===== config.mk =====
export PLATFORM = sky130hd
export DESIGN_NAME = deck_reader
export DESIGN_NICKNAME = d
export VERILOG_FILES = /design/src/rtl/deck_reader_pkg.sv /design/src/rtl/deck_reader_card_decode.sv /design/src/rtl/deck_reader.sv
export SDC_FILE = /design/constraint.sdc
export NUM_CORES = 1
export LEC_CHECK = 0
export CORE_MARGIN = 8
export CORE_UTILIZATION = 52
export DETAILED_ROUTE_END_ITERATION = 10
export PLACE_DENSITY = 0.8
export SLEW_MARGIN = 20
export SYNTH_ARGS = -nofsm -noshare
export SYNTH_HDL_FRONTEND = slang
export SYNTH_SLANG_ARGS = --single-unit

===== constraint.sdc =====
create_clock -name clk -period 3.09 [get_ports clk]
set_clock_uncertainty 0.1 [all_clocks]
set_input_delay 0.309 -clock clk [delete_from_list [all_inputs] [get_ports clk]]
set_output_delay 0.309 -clock clk [all_outputs]
set_load 0.01 [all_outputs]

===== src/rtl/deck_reader_pkg.sv =====
// Shared constants and state encoding for the deck reader and its card decoder.
package deck_reader_pkg;

  localparam int N_CARDS    = 52;
  localparam int N_RANKS    = 13;
  localparam int CARD_W     = 6;
  localparam int RANK_W     = 4;
  localparam int RANK_ACE   = 1;
  localparam int FACE_VALUE = 10;

  typedef enum logic [1:0] {
    ST_IDLE   = 2'd0,
    ST_READ   = 2'd1,
    ST_WAIT   = 2'd2,
    ST_DECODE = 2'd3
  } state_t;

endpackage


===== src/rtl/deck_reader_card_decode.sv =====
// Combinational card ID decoder: rank, blackjack value, ace flag and out-of-range flag.
module deck_reader_card_decode
  import deck_reader_pkg::*;
(
  input  logic [CARD_W-1:0] id_i,
  output logic [RANK_W-1:0] rank_o,
  output logic [RANK_W-1:0] value_o,
  output logic              is_ace_o,
  output logic              bad_o
);

  logic [CARD_W-1:0] rem;

  // Suit blocks are 13 wide, so one compare-subtract stage yields id mod 13.
  always_comb begin
    rem      = id_i;
    bad_o    = id_i >= CARD_W'(N_CARDS);
    rank_o   = '0;
    value_o  = '0;
    is_ace_o = 1'b0;
    if (id_i >= CARD_W'(3 * N_RANKS))      rem = id_i - CARD_W'(3 * N_RANKS);
    else if (id_i >= CARD_W'(2 * N_RANKS)) rem = id_i - CARD_W'(2 * N_RANKS);
    else if (id_i >= CARD_W'(N_RANKS))     rem = id_i - CARD_W'(N_RANKS);
    if (!bad_o) begin
      rank_o   = RANK_W'(rem) + RANK_W'(1);
      value_o  = (rank_o > RANK_W'(FACE_VALUE)) ? RANK_W'(FACE_VALUE) : rank_o;
      is_ace_o = rank_o == RANK_W'(RANK_ACE);
    end
  end

endmodule


===== src/rtl/deck_reader.sv =====
// Deck reader: pops card IDs from the shuffled-deck RAM in order and presents them decoded.
module deck_reader
  import deck_reader_pkg::*;
#(
  parameter int DECK_SIZE = N_CARDS,
  parameter int RD_LAT    = 1,
  parameter int ADDR_W    = 6
) (
  input  logic                clk,
  input  logic                i_Reset,
  input  logic                i_Shuffled,
  input  logic                i_NewDeck,
  input  logic                i_Req,
  output logic [ADDR_W-1:0]   o_MemAddr,
  output logic                o_MemRdEn,
  input  logic [CARD_W-1:0]   i_MemData,
  output logic                o_CardValid,
  output logic [CARD_W-1:0]   o_CardId,
  output logic [RANK_W-1:0]   o_Rank,
  output logic [RANK_W-1:0]   o_Value,
  output logic                o_IsAce,
  output logic                o_BadCard,
  output logic                o_ReqRejected,
  output logic                o_Busy,
  output logic                o_Empty,
  output logic [CARD_W-1:0]   o_CardsLeft,
  output logic [1:0]          o_DbgState
);

  localparam logic [ADDR_W-1:0] DECK_END  = ADDR_W'(DECK_SIZE);
  localparam logic [1:0]        WAIT_LAST = 2'(RD_LAT - 1);

  state_t              state_q;
  logic [ADDR_W-1:0]   ptr_q, ptr_d;
  logic                pend_q;
  logic [1:0]          wait_cnt_q;
  logic [RANK_W-1:0]   dec_rank, dec_value;
  logic                dec_ace, dec_bad;

  deck_reader_card_decode u_decode (
    .id_i     (i_MemData),
    .rank_o   (dec_rank),
    .value_o  (dec_value),
    .is_ace_o (dec_ace),
    .bad_o    (dec_bad)
  );

  // Pointer as it will stand once the card being delivered is retired.
  always_comb begin
    ptr_d = ptr_q;
    if (state_q == ST_DECODE) begin
      if (pend_q)                ptr_d = '0;
      else if (ptr_q != DECK_END) ptr_d = ptr_q + ADDR_W'(1);
    end
  end

  // Handshake: i_Req is a one-cycle pulse accepted in IDLE or in the o_CardValid cycle;
  // each accepted request yields exactly one o_CardValid strobe, each refused one an
  // o_ReqRejected strobe, and a request seen while o_Busy is dropped without either.
  always_ff @(posedge clk) begin
    if (i_Reset) begin
      state_q       <= ST_IDLE;
      ptr_q         <= '0;
      pend_q        <= 1'b0;
      wait_cnt_q    <= '0;
      o_MemAddr     <= '0;
      o_MemRdEn     <= 1'b0;
      o_CardValid   <= 1'b0;
      o_CardId      <= '0;
      o_Rank        <= '0;
      o_Value       <= '0;
      o_IsAce       <= 1'b0;
      o_BadCard     <= 1'b0;
      o_ReqRejected <= 1'b0;
      o_Busy        <= 1'b0;
    end else begin
      o_MemRdEn     <= 1'b0;
      o_CardValid   <= 1'b0;
      o_ReqRejected <= 1'b0;
      case (state_q)
        ST_IDLE, ST_DECODE: begin
          ptr_q   <= i_NewDeck ? '0 : ptr_d;
          pend_q  <= 1'b0;
          state_q <= ST_IDLE;
          if (i_Req) begin
            if (!i_NewDeck && i_Shuffled && (ptr_d != DECK_END)) begin
              state_q   <= ST_READ;
              o_MemRdEn <= 1'b1;
              o_MemAddr <= ptr_d;
              o_Busy    <= 1'b1;
            end else begin
              o_ReqRejected <= 1'b1;
            end
          end
        end
        ST_READ: begin
          state_q    <= ST_WAIT;
          wait_cnt_q <= '0;
          pend_q     <= pend_q | i_NewDeck;
        end
        ST_WAIT: begin
          pend_q <= pend_q | i_NewDeck;
          if (wait_cnt_q == WAIT_LAST) begin
            state_q     <= ST_DECODE;
            o_Busy      <= 1'b0;
            o_CardValid <= 1'b1;
            o_CardId    <= i_MemData;
            o_Rank      <= dec_rank;
            o_Value     <= dec_value;
            o_IsAce     <= dec_ace;
            o_BadCard   <= dec_bad;
          end else begin
            wait_cnt_q <= wait_cnt_q + 2'd1;
          end
        end
        default: state_q <= ST_IDLE;
      endcase
    end
  end

  assign o_Empty     = ptr_q == DECK_END;
  assign o_CardsLeft = CARD_W'(DECK_SIZE) - CARD_W'(ptr_q);
  assign o_DbgState  = state_q;

endmodule


## Word level (Yosys, flattened, before mapping)

Cells that the tools add are included.
W data, S select, Z words.

| storage, ports and cells | value |
|---|---|
| bits in writable memories | 0 |
| output and inout bits | 35 |
| ROM bits | 0 |
| bits of input ports | 11 |
| register bits | 37 |
| logic and storage cells | 81 |
| memories | 0 |
| bits in latches | 0 |

| operators by class | value |
|---|---|
| divide/modulo/power cells | 0 |
| shift operators | 0 |
| $mul | 0 |
| equal/unequal tests | 11 |
| reductions and logical operators | 15 |
| $lt $le $gt $ge | 5 |
| mux-type cells | 25 |
| add/sub/neg operators | 7 |
| bitwise gates (word level) | 4 |

Operators by type and width:

| cell | count |
|---|---|
| $mux W4 | 6 |
| $mux W6 | 4 |
| $ge A6 B6 Y1 const B | 2 |
| $ne A6 B6 Y1 const B | 2 |
| $mux W1 | 9 |
| $ne A2 B2 Y1 const B | 4 |
| $sub A4 B4 Y4 const B | 2 |
| $add A6 B1 Y6 const B | 1 |
| $eq A6 B6 Y1 const B | 1 |
| $ge A6 B4 Y1 const B | 1 |
| $ge A6 B5 Y1 const B | 1 |
| $pmux W2 S3 | 1 |
| $reduce_or A2 Y1 | 3 |
| $sub A6 B6 Y6 const A | 1 |
| $add A4 B1 Y4 const B | 1 |
| $eq A2 B2 Y1 const B | 2 |
| $eq A4 B1 Y1 const B | 1 |
| $gt A4 B4 Y1 const B | 1 |
| $logic_not A2 Y1 | 2 |
| $mux W2 | 2 |
| $pmux W1 S2 | 2 |
| $pmux W2 S2 | 1 |
| $reduce_and A2 Y1 | 2 |
| $reduce_and A4 Y1 | 1 |
| other kinds (10) | 14 |

## Longest topological paths before layout

| depth | value |
|---|---|
| word-level depth | 9 |
| depth in mapped cells | 13 |
| depth with buffers taken out | 12 |

## Cells and area by module

A second synthesis with hierarchy kept.

| second synthesis, totals | value |
|---|---|
| cells, all modules | 296 |
| area total of the unflattened synthesis | 2414.8 µm² |

By module, submodules not included:

| module | cells an instance | area each (µm²) | times used | sequential area each (µm²) |
|---|---|---|---|---|
| deck_reader | 225 | 1855.5 | 1 | 740.7 |
| deck_reader_card_decode | 71 | 559.3 | 1 | 0.0 |

## Worst setup path after synthesis

No wires, ideal clock.

| timing | value |
|---|---|
| path kind | input -> register |
| start point | input port i_MemData[2] |
| end point | register o_Value[2] |
| slack | 577 ps |
| cell stages on the path | 13 |
| required time | 2906 ps |
| arrival time | 2328 ps |
| path through | buf_6 inv_1 ha_1 or2b_2 a21oi_2 o31ai_1 xnor2_1 ha_1 inv_1 and3_1 nor2_1 nand2_1 o31ai_2 |

| between the ends | value |
|---|---|
| word-level cells in the longest chain between the ends | 8 |

Ends and longest elaborated chain:

| element | line | source |
|---|---|---|
| start, declared | deck_reader.sv:16 | `input logic [CARD_W-1:0] i_MemData,` |
| $ge A6 B4 Y1 / $sub A4 B4 Y4 (equally long branches) | deck_reader_card_decode.sv:23 | `else if (id_i >= CARD_W'(N_RANKS)) rem = id_i - CARD_W'(N_RANKS);` |
| $mux W4 | deck_reader_card_decode.sv:23 |  |
| $mux W4 | deck_reader_card_decode.sv:22 | `else if (id_i >= CARD_W'(2 * N_RANKS)) rem = id_i - CARD_W'(2 * N_RANKS);` |
| $mux W4 | deck_reader_card_decode.sv:21 | `if (id_i >= CARD_W'(3 * N_RANKS)) rem = id_i - CARD_W'(3 * N_RANKS);` |
| $add A4 B1 Y4 | deck_reader_card_decode.sv:25 | `rank_o = RANK_W'(rem) + RANK_W'(1);` |
| $gt A4 B4 Y1 | deck_reader_card_decode.sv:26 | `value_o = (rank_o > RANK_W'(FACE_VALUE)) ? RANK_W'(FACE_VALUE) : rank_o;` |
| $mux W4 | deck_reader_card_decode.sv:26 |  |
| $mux W4 (*) | deck_reader_card_decode.sv:24 | `if (!bad_o) begin` |
| end signal, assigned | deck_reader.sv:109 | `o_Value <= dec_value;` |
| end, declared | deck_reader.sv:20 | `output logic [RANK_W-1:0] o_Value,` |

Every way passes the cells marked *; elsewhere a longest branch is shown, timed or not.
A chain may end at the register's enable or synchronous reset.

## Final worst setup path

| timing | value |
|---|---|
| start point | input port i_MemData[1] |
| end point | register o_Value[2] |

The elaborated chain is that of the path after synthesis.

==> results by group <==
Die
  • Num ports: 46
  • Die ar.: 6890 sq um
  • CORE AREA: 4350 sq um
  • Die H: 83.0 um
  • Die X: 83.0 um
  • Initial core utilization: 0.536
  • Row count: 24

Global routing
  • M3 GR Usage: 0.0449
  • Global route hottest layer: met2
  • Overflow after GRT: 0
  • First-pass GRT wire length: 9790 um
  • Vias in the first global route: 2107
  • Met2 usage: 0.277
  • Largest net degree at the start of global routing: 29
  • GRT Total Usage: 0.164
  • Initial antenna violation count: 0
  • Met1 usage: 0.196

Yosys
  • Sequential share of the synthesized area: 0.317
  • Synth area leaders: dfxtp_1 32%, ha_1 8.6%, nand2_1 5.1%
  • Seq cells post-synth: 37
  • Dominant cell type by area after synthesis: dfxtp_1
  • Synth Area per Inst: 8.17 sq um
  • Top cells by instance count after synthesis: 37 x dfxtp_1, 32 x nand2_1, 28 x nor2_1
  • Post-synthesis cell area: 2340 sq um
  • Asr flop ratio synth: 0
  • Count leader, synth: dfxtp_1
  • Post-synthesis cell count: 286
  • Ys flop type: dfxtp_1
  • Yosys cell types: 57
  • Area share of the largest cell type after synthesis: 0.317
  • Syn nets: 313
  • Post-synth EDFFs: 0
  • YS warnings: 0

Min path
  • Worst hold path class: reg2reg
  • Hold Path Origin: o_CardId[2]

Power and ir drop
  • Pwr Density: 358 nW/um^2
  • Peak VDD IR: 263 uV
  • P_leak: 1.13 nW

Critical path
  • Largest stage delay, worst path: 470 ps
  • Setup Crit Path Kind: in2reg
  • CP max FO: 4
  • Critical path startpoint category: primary input
  • FF-to-FF Start: ptr_q[1]
  • Worst Path Arrival: 2890 ps
  • Data required, critical path: 3180 ps
  • Crit path max-delay family: compound AO/OA/AOI/OAI gates
  • Worst setup EP type: register
  • Worst path slowest cell: clkdlybuf4s50_1
  • Crit path from: i_MemData[1]
  • Buf+Inv Stages, Crit Path: 3
  • Worst path cell trace: clkdlybuf4s50_1 > inv_1 > ha_1 > nand2b_1 > a311oi_4 > o211ai_1 > a211o_1 > ha_1 > inv_1 > a21oi_1 > nor2_1 > nand2_1 > o31ai_2

Clock network
  • Clock Latency Late Sink: 280 ps
  • CTS tree: yes
  • CTS Buffer Depth: 2
  • Hold_buf cts: 0
  • Htree depth: 2
  • Clock sink total: 37
  • CTS root buf: clkbuf_8
  • Resized cells post-CTS: 0
  • Post-CTS Setup Repair Bufs: 0
  • CTS Buf Count: 5
  • CTS clk-pin slew, worst paths: 70 ps

Final layout
  • Fin area: 2910 sq um
  • Net count, final: 357
  • FF+latch area: 741 sq um
  • Antenna cell count: 0
  • Multi-input logic area: 1410 sq um
  • Synth-to-Final Area Change: 24.6%
  • Fill cell count: 375
  • Layout cells sized above 1: 0.106

Timing
  • Final setup viols: 0
  • Final Critical Period: 2800 ps
  • Setup TNS: 0 ps
  • RSZ-0062 raised after global routing: no
  • Final period utilization: 0.905
  • Final Max Tran Viols: 0
  • Slew @ Worst Pin: 1060 ps
  • Peak Freq: 357 MHz
  • Slew margin rel.: 0.293
  • Final hold vios: 0

Place
  • DP Area: 2820 sq um
  • Final RePlAce weighted congestion: 0.912
  • IO Port Bufs: 45
  • Final HPWL DP: 4030 um

Run
  • Max-Cap Viols: 0

Detailed routing
  • Drt first-iter violations: 155
  • Final wirelength: 5510 um
  • Vias: 2119
  • Detail Route Antenna Nets: 0
  • Via density: 5.55
  • Pre-antenna DRT Iters: 4
  • DRC: 0
  • Per-cell routed wire length: 14.4 um

Outcome
  • Status: finished clean
[report_power, final]
part / switching, W / total (W) / leakage, nW / internal [W]
Clock: 0.000166 / 0.000344 / 0.0443 / 0.000177
Sequential: 0.00000688 / 0.000495 / 0.299 / 0.000488
Combinational: 0.000109 / 0.000202 / 0.785 / 0.0000931
[final cells by class]
| type | instances | share of cell area |
|---|---|---|
| tap | 52 | 0.0224 |
| timing repair buffer | 57 | 0.186 |
| sequential | 37 | 0.255 |
| multi-input combinational | 210 | 0.483 |
| inverter | 19 | 0.0245 |
| clock buffer | 7 | 0.0297 |
[tightest hold or removal path: cells and delay by family, from the launching register on]
kind            cells  cell delay (ps)
compound gates      1               50
simple gates        1               50
flops               1              310
[layout by cell type (no fill, tap or decap), drive strengths merged, types with 3 or more instances in the layout]
cell type / netlist / routed
clkdlybuf4s50: 0 / 45
nor2: 29 / 29
a22oi: 5 / 5
nand3: 3 / 3
nor3: 6 / 6
nor2b: 8 / 8
o211ai: 4 / 4
o21a: 3 / 3
nand2b: 4 / 4
and3: 5 / 5
o31ai: 6 / 6
nand3b: 6 / 6
inv: 19 / 19
xor2: 4 / 4
nand2: 34 / 34
mux2i: 6 / 6
ha: 16 / 16
o21ai: 11 / 11
buf: 10 / 12
clkbuf: 10 / 7
dfxtp: 37 / 37
a21oi: 25 / 25
[metrics by stage]
step                hold WS [ps]  instances  utilization  setup slack [ps]  power, W
detailed placement           351        375        0.649              26.0  0.000707
global route                 387        382        0.668               101   0.00109
floorplan                    345        286            -               577  0.000632
CTS                          362        382        0.668               311   0.00105
global placement             343        375        0.649               105  0.000703
finish                       358        382        0.668               292   0.00104
[logic make-up after synthesis]
logic type / count (synthesis) / synth area share
AO/OA/AOI/OAI: 75 / 0.231
XOR/XNOR: 6 / 0.0225
adder cells (fa/ha/maj): 16 / 0.0857
buffers and inverters: 39 / 0.0809
flip-flops: 37 / 0.317
multiplexers: 7 / 0.0321
AND/OR/NAND/NOR: 106 / 0.230
[sequential cells by signal, indices dropped and copies added (netlist names), 2 cells and up]
| signal | cells |
|---|---|
| wait_cnt_q | 2 |
| o_DbgState | 2 |
| o_Value | 4 |
| o_Rank | 4 |
| o_MemAddr | 6 |
| ptr_q | 6 |
| o_CardId | 6 |
[worst paths after layout]
kind	to	slack, ps	cells after the start
setup / recovery	o_Value[2]	290	13
hold / removal	o_CardId[2]	360	2
setup reg to reg	o_MemAddr[1]	320	11
hold reg to reg	o_CardId[2]	360	2
[per-layer routing]
layer,wire [um],vias up
li1,-,1073
met1,2630,980
met3,296,4
met4,66,0
met5,0,-
met2,2520,62
Note: power is estimated with default switching activity, not from simulation.
